==> config.mk <==
export PLATFORM = sky130hd
export DESIGN_NAME = maxpool_stage
export DESIGN_NICKNAME = d
export VERILOG_FILES = /design/src/rtl/maxpool_stage.sv
export SDC_FILE = /design/constraint.sdc
export NUM_CORES = 1
export LEC_CHECK = 0
export CORE_MARGIN = 2
export CORE_UTILIZATION = 40
export CTS_CLUSTER_SIZE = 20
export DETAILED_ROUTE_END_ITERATION = 7
export PLACE_DENSITY = 0.77
export SETUP_SLACK_MARGIN = 0.02
export SLEW_MARGIN = 20
export SYNTH_ARGS = -nofsm -noshare
export SYNTH_HDL_FRONTEND = slang
export SYNTH_SLANG_ARGS = --single-unit
==> constraint.sdc <==
create_clock -name clk -period 3.9 [get_ports clk]
set_input_delay 0.78 -clock clk [delete_from_list [all_inputs] [get_ports clk]]
set_output_delay 0.78 -clock clk [all_outputs]
set_load 0.05 [all_outputs]
==> src/rtl/maxpool_stage.sv <==
// 2x2 stride-2 max-pool over a 64x64 Q4.16 map into a 32x32 map, each
// result rounded up to the next integer (ceiling) with positive saturation.
module maxpool_stage (
   input  logic        clk,
   input  logic        reset,
   input  logic        start,
   output logic        busy,
   output logic        done,
   output logic        crd,
   output logic [11:0] caddr_rd,
   input  logic [19:0] cdata_rd,
   output logic        cwr,
   output logic [9:0]  caddr_wr,
   output logic [19:0] cdata_wr,
   output logic [2:0]  csel
);

   typedef enum logic [2:0] {IDLE, READ, LAST, WRITE, DONE} state_t;

   state_t      state;
   state_t      next_state;
   logic [9:0]  o;
   logic [1:0]  k;
   logic [19:0] max_val;
   logic [19:0] ceil_val;
   logic        greater;

   assign greater = $signed(cdata_rd) > $signed(max_val);

   always_ff @(posedge clk) begin
      if (reset)
         state <= IDLE;
      else
         state <= next_state;
   end

   // Read data lags the strobe by one cycle, so element k-1 is folded in while k is issued.
   always_ff @(posedge clk) begin
      if (reset) begin
         o       <= 10'd0;
         k       <= 2'd0;
         max_val <= 20'd0;
      end else begin
         case (state)
            IDLE: begin
               if (start) begin
                  o <= 10'd0;
                  k <= 2'd0;
               end
            end
            READ: begin
               k <= k + 2'd1;
               if (k == 2'd1)
                  max_val <= cdata_rd;
               else if (k != 2'd0 && greater)
                  max_val <= cdata_rd;
            end
            LAST: begin
               if (greater)
                  max_val <= cdata_rd;
            end
            WRITE: begin
               o <= o + 10'd1;
               k <= 2'd0;
            end
            default: ;
         endcase
      end
   end

   always_comb begin
      next_state = state;
      case (state)
         IDLE:    if (start) next_state = READ;
         READ:    if (k == 2'd3) next_state = LAST;
         LAST:    next_state = WRITE;
         WRITE:   next_state = (o == 10'd1023) ? DONE : READ;
         DONE:    next_state = IDLE;
         default: next_state = IDLE;
      endcase
   end

   // Adding one to the integer part of 7.x would wrap negative, so it clamps instead.
   always_comb begin
      ceil_val = max_val;
      if (max_val[15:0] != 16'h0) begin
         if (max_val[19:16] == 4'h7)
            ceil_val = 20'h7FFFF;
         else
            ceil_val = {max_val[19:16] + 4'd1, 16'h0};
      end
   end

   always_comb begin
      busy     = 1'b0;
      done     = 1'b0;
      crd      = 1'b0;
      cwr      = 1'b0;
      caddr_rd = 12'd0;
      caddr_wr = 10'd0;
      cdata_wr = 20'd0;
      csel     = 3'b000;
      case (state)
         READ: begin
            busy     = 1'b1;
            crd      = 1'b1;
            csel     = 3'b001;
            caddr_rd = {o[9:5], k[1], o[4:0], k[0]};
         end
         LAST: busy = 1'b1;
         WRITE: begin
            busy = 1'b1;
            if (!reset) begin
               cwr      = 1'b1;
               csel     = 3'b011;
               caddr_wr = o;
               cdata_wr = ceil_val;
            end
         end
         DONE: done = 1'b1;
         default: ;
      endcase
   end

endmodule

* Yosys cells after proc, flatten, opt, wreduce, memory -nomap -nowiden *
Index checks and enable logic that the tools add are counted.
W data, S select, Z words.

word-level totals
  register bits = 35
  bits of input ports = 23
  output and inout bits = 49
  word-level logic and storage cells = 58

operators by class
  add/sub/neg operators = 3
  magnitude comparators = 1
  equality and inequality tests = 12
  muxes and demuxes = 26
  reductions and logical operators = 12

operator list
  kind                     count
  $mux W20                 7
  $pmux W20 S2             1
  $mux W10                 3
  $gt A20 B20 Y1           1
  $pmux W10 S2             1
  $reduce_bool A16 Y1      1
  $mux W12                 1
  $pmux W3 S4              1
  $add A10 B1 Y10 const B  1
  $eq A10 B10 Y1 const B   1
  $mux W3                  3
  $eq A3 B2 Y1 const B     2
  $ne A2 B2 Y1 const B     3
  $pmux W2 S3              1
  $reduce_and A2 Y1        3
  $reduce_bool A2 Y1       3
  $mux W1                  5
  $add A4 B1 Y4 const B    1
  $eq A4 B3 Y1 const B     1
  $mux W2                  2
  $pmux W2 S2              1
  $eq A3 B1 Y1 const B     1
  $eq A3 B3 Y1 const B     1
  $logic_not A3 Y1         1
  8 further kinds          8

* Longest topological paths before layout *
  depth in word-level cells = 5
  depth in mapped cells = 9
  mapped depth without buffers = 8

* Least setup slack after synthesis *
Ideal clock, no wire load.

  path type = input to output
  start point = input reset
  end point = output cdata_wr[17]
  data arrival time = 3.504 ns
  required time = 3.120 ns
  path slack = -0.384 ns
  stages = 3
  path buffers = 2
  path through = clkbuf_1 > clkbuf_1 > a2111oi_0

between the ends
  word-level cells in the longest chain between the ends = 2

RTL lines
  element          RTL line  source
  start, declared  5         input logic reset,
  $mux W20         113       if (!reset) begin
  $mux W20         103       case (state)
  end, declared    14        output logic [19:0] cdata_wr,

Every way passes these cells.

* Worst setup path after layout *
  start point = register max_val[16]
  end point = output cdata_wr[17]

between the ends
  word-level cells in the longest chain between the ends = 5
  elaborated cells on any way between the ends = 6
  classes of those cells = add/sub (1); eq/ne (1); mux (4)

RTL lines
  element                                               RTL line  source
  start, declared                                       24        logic [19:0] max_val;
  start signal, assigned                                54        max_val <= cdata_rd;
  start signal, assigned                                56        max_val <= cdata_rd;
  start signal, assigned                                60        max_val <= cdata_rd;
  $add A4 B1 Y4 / $eq A4 B3 Y1 (equally long branches)  90, 87
  $mux W20 (*)                                          87        if (max_val[19:16] == 4'h7)
  $mux W20 (*)                                          86        if (max_val[15:0] != 16'h0) begin
  $mux W20 (*)                                          113
  $mux W20 (*)                                          103

Every way passes the cells marked *; elsewhere a longest branch is shown, timed or not.

==> reports/qor.yml <==
diodes: 0
yosysUniqueCellTypes: 41
dpl.hpwl_mm: 4.92
finalSetupViolCount: 0
total_power_uw: 889
holdBufCountCts: 0
antenna_found_initial: 0
finalClockSkew_ps: 9.36
relSlewSlack_pct: 56.3
ys_ff_latch: 35
async_flop_share_pct: 0
start_kind: "register"
worst-path-max-fanout: 19
clk_latency_ps: 300
crit_required_ps: 3120
path_cells: "ha_1 > and3_1 > nor2_1 > a2111oi_1 > buf_12"
cts_buffer_depth: 2
drc: 0
max_cap_violations: 0
routabilityCongestion: 0.810
drt_iter0_drc: 122
min_path_cells: 2
cts_buffers: 5
via_per_inst: 5.29
finalHoldViolCount: 0
cts_resized: 0
grt.overflow.total: 0
die_x_um: 84.8
final_nets: 433
fin_crit_ps: 3190
grt_pass1_vias: 2434
finalInstanceArea_um2: 3770
clk_pin_slew_worst_paths_ps: 80
syn_inst: 328
ir_worst_vdd_v: 0.000174
worst_pin_slew_ps: 655
place_area_um2: 3650
setup_tns_ps: 0
worst_ep_arrival_time_ps: 2410
core_area_um2: 6310
synth_edf_count: 0
ys_top_cells_by_area: "dfxtp_1 (27%), ha_1 (11%), nand2b_1 (10%)"
htreeDepth: 2
synth.most_common_cell: "nand2b_1"
drv_slew: 0
syn_area_per_cell_um2: 7.95
cts_tree: "done"
rsz0062_at_grt: "no"
std_cell_rows: 29
cp_slowest_cell: "a2111oi_1"
dp_slack_ps: 766
powerDensity_nw_per_um2: 236
nFillCells: 555
synth_common_cells: "nand2b_1 (43), dfxtp_1 (35), and2_1 (23), ha_1 (23), nor2_1 (23)"
fmax_mhz: 314
die-area_um2: 7180
post-route-period-util_pct: 81.7
hold_path_class: "reg -> reg"
areaGrowthSynthToFinish_pct: 44.5
synthFlopType: "dfxtp_1"
crit_path_max_incr_delay_ps: 620
totalWireLength_mm: 6.71
post-cts-setup-buffers: 0
track_usage_pct: 19.1
synth_nets: 374
die_h_um: 84.8
initial_utilization_pct: 41.3
worst_slack_ps: 713
cts_sinks: 35
yosysTopAreaCellShare_pct: 26.9
synth_warnings: 0
reg2reg_depth: 8
vias: 2458
crit_type: "reg -> out"
detail-route-antenna-nets: 0
end_kind: "output pin"
leakage_uw: 0.00161
wl_per_cell_um: 14.4
firstDrtPassIters: 4
synth_area_um2: 2610
drive_above_1_share_pct: 12.6
clockRootBuffer: "clkbuf_8"
status: "completed"
io_buffer_count: 70
seq_area_frac_synth_pct: 26.9
r2r_slack_ps: 1550
grt_pass1_wl_mm: 11.4
yosysTopAreaCell: "dfxtp_1"
grt_max_degree: 56
boundaryPins: 72
==> stage by stage <==
step                cells  util [%]  hold WS, ps
global placement      457      57.8          477
CTS                   465      59.7          500
global route          465      59.7          521
finish                465      59.7          496
floorplan             328         -          465
detailed placement    457      57.8          487
==> final cells by class <==
type | count | area, µm² | area share [%]
inverters | 22 | 82.6 | 2.19
flip-flops and latches | 35 | 701 | 18.6
clock buffers | 6 | 82.6 | 2.19
multi-input cells | 249 | 1720 | 45.7
repair buffers | 74 | 1050 | 27.8
well taps | 77 | 96.3 | 2.56
clock inverters | 2 | 35.0 | 0.929
==> layout by cell type, fill, tap and decap left out, drive strengths merged, types with 15 or more instances in the layout <==
cell and n:
dfxtp 35, clkdlybuf4s50 37, mux2i 21, and2 23, buf 37, and3 20, nor2 23, inv 22
nand2b 43, nand2 15, ha 23
==> worst max-delay path: cells and delay by family (launching register included) <==
| family | cells | cell delay, ps |
|---|---|---|
| compound gates | 1 | 620 |
| simple gates | 2 | 620 |
| fa+ha+maj | 1 | 220 |
| flops | 1 | 430 |
| buf+inv | 1 | 210 |
==> flip-flops by register name, indices dropped and copies added, names as in the netlist <==
register	cells
o	10
k	2
max_val	20
state	3
==> per-layer routing <==
layer	share of wire (%)	global-route usage, %	vias to the layer above
met5	0	0	-
met4	0.74	3.32	0
met3	5.6	6.39	7
met2	47	31.0	63
met1	47	25.2	1142
li1	-	-	1246
==> power by group <==
part / internal (µW) / total (µW) / switching, µW
clock: 207 / 345 / 138
sequential: 366 / 375 / 9.31
combinational: 76.8 / 169 / 92.0
total: 649 / 889 / 239
==> cells by family after synthesis <==
kind of cell	share of synthesized area, %
buffers and inverters	7.10
flip-flops	26.9
AO/OA/AOI/OAI	10.9
multiplexers	9.06
other	0.144
AND/OR/NAND/NOR	34.9
adder cells (fa/ha/maj)	11.0
==> path summary, 6_finish.rpt <==
path | startpoint | end
max | max_val[16] | cdata_wr[17]
min | max_val[15] | max_val[15]
max reg2reg | max_val[19] | max_val[3]
min reg2reg | max_val[15] | max_val[15]
Note: power is estimated with default switching activity, not from simulation.
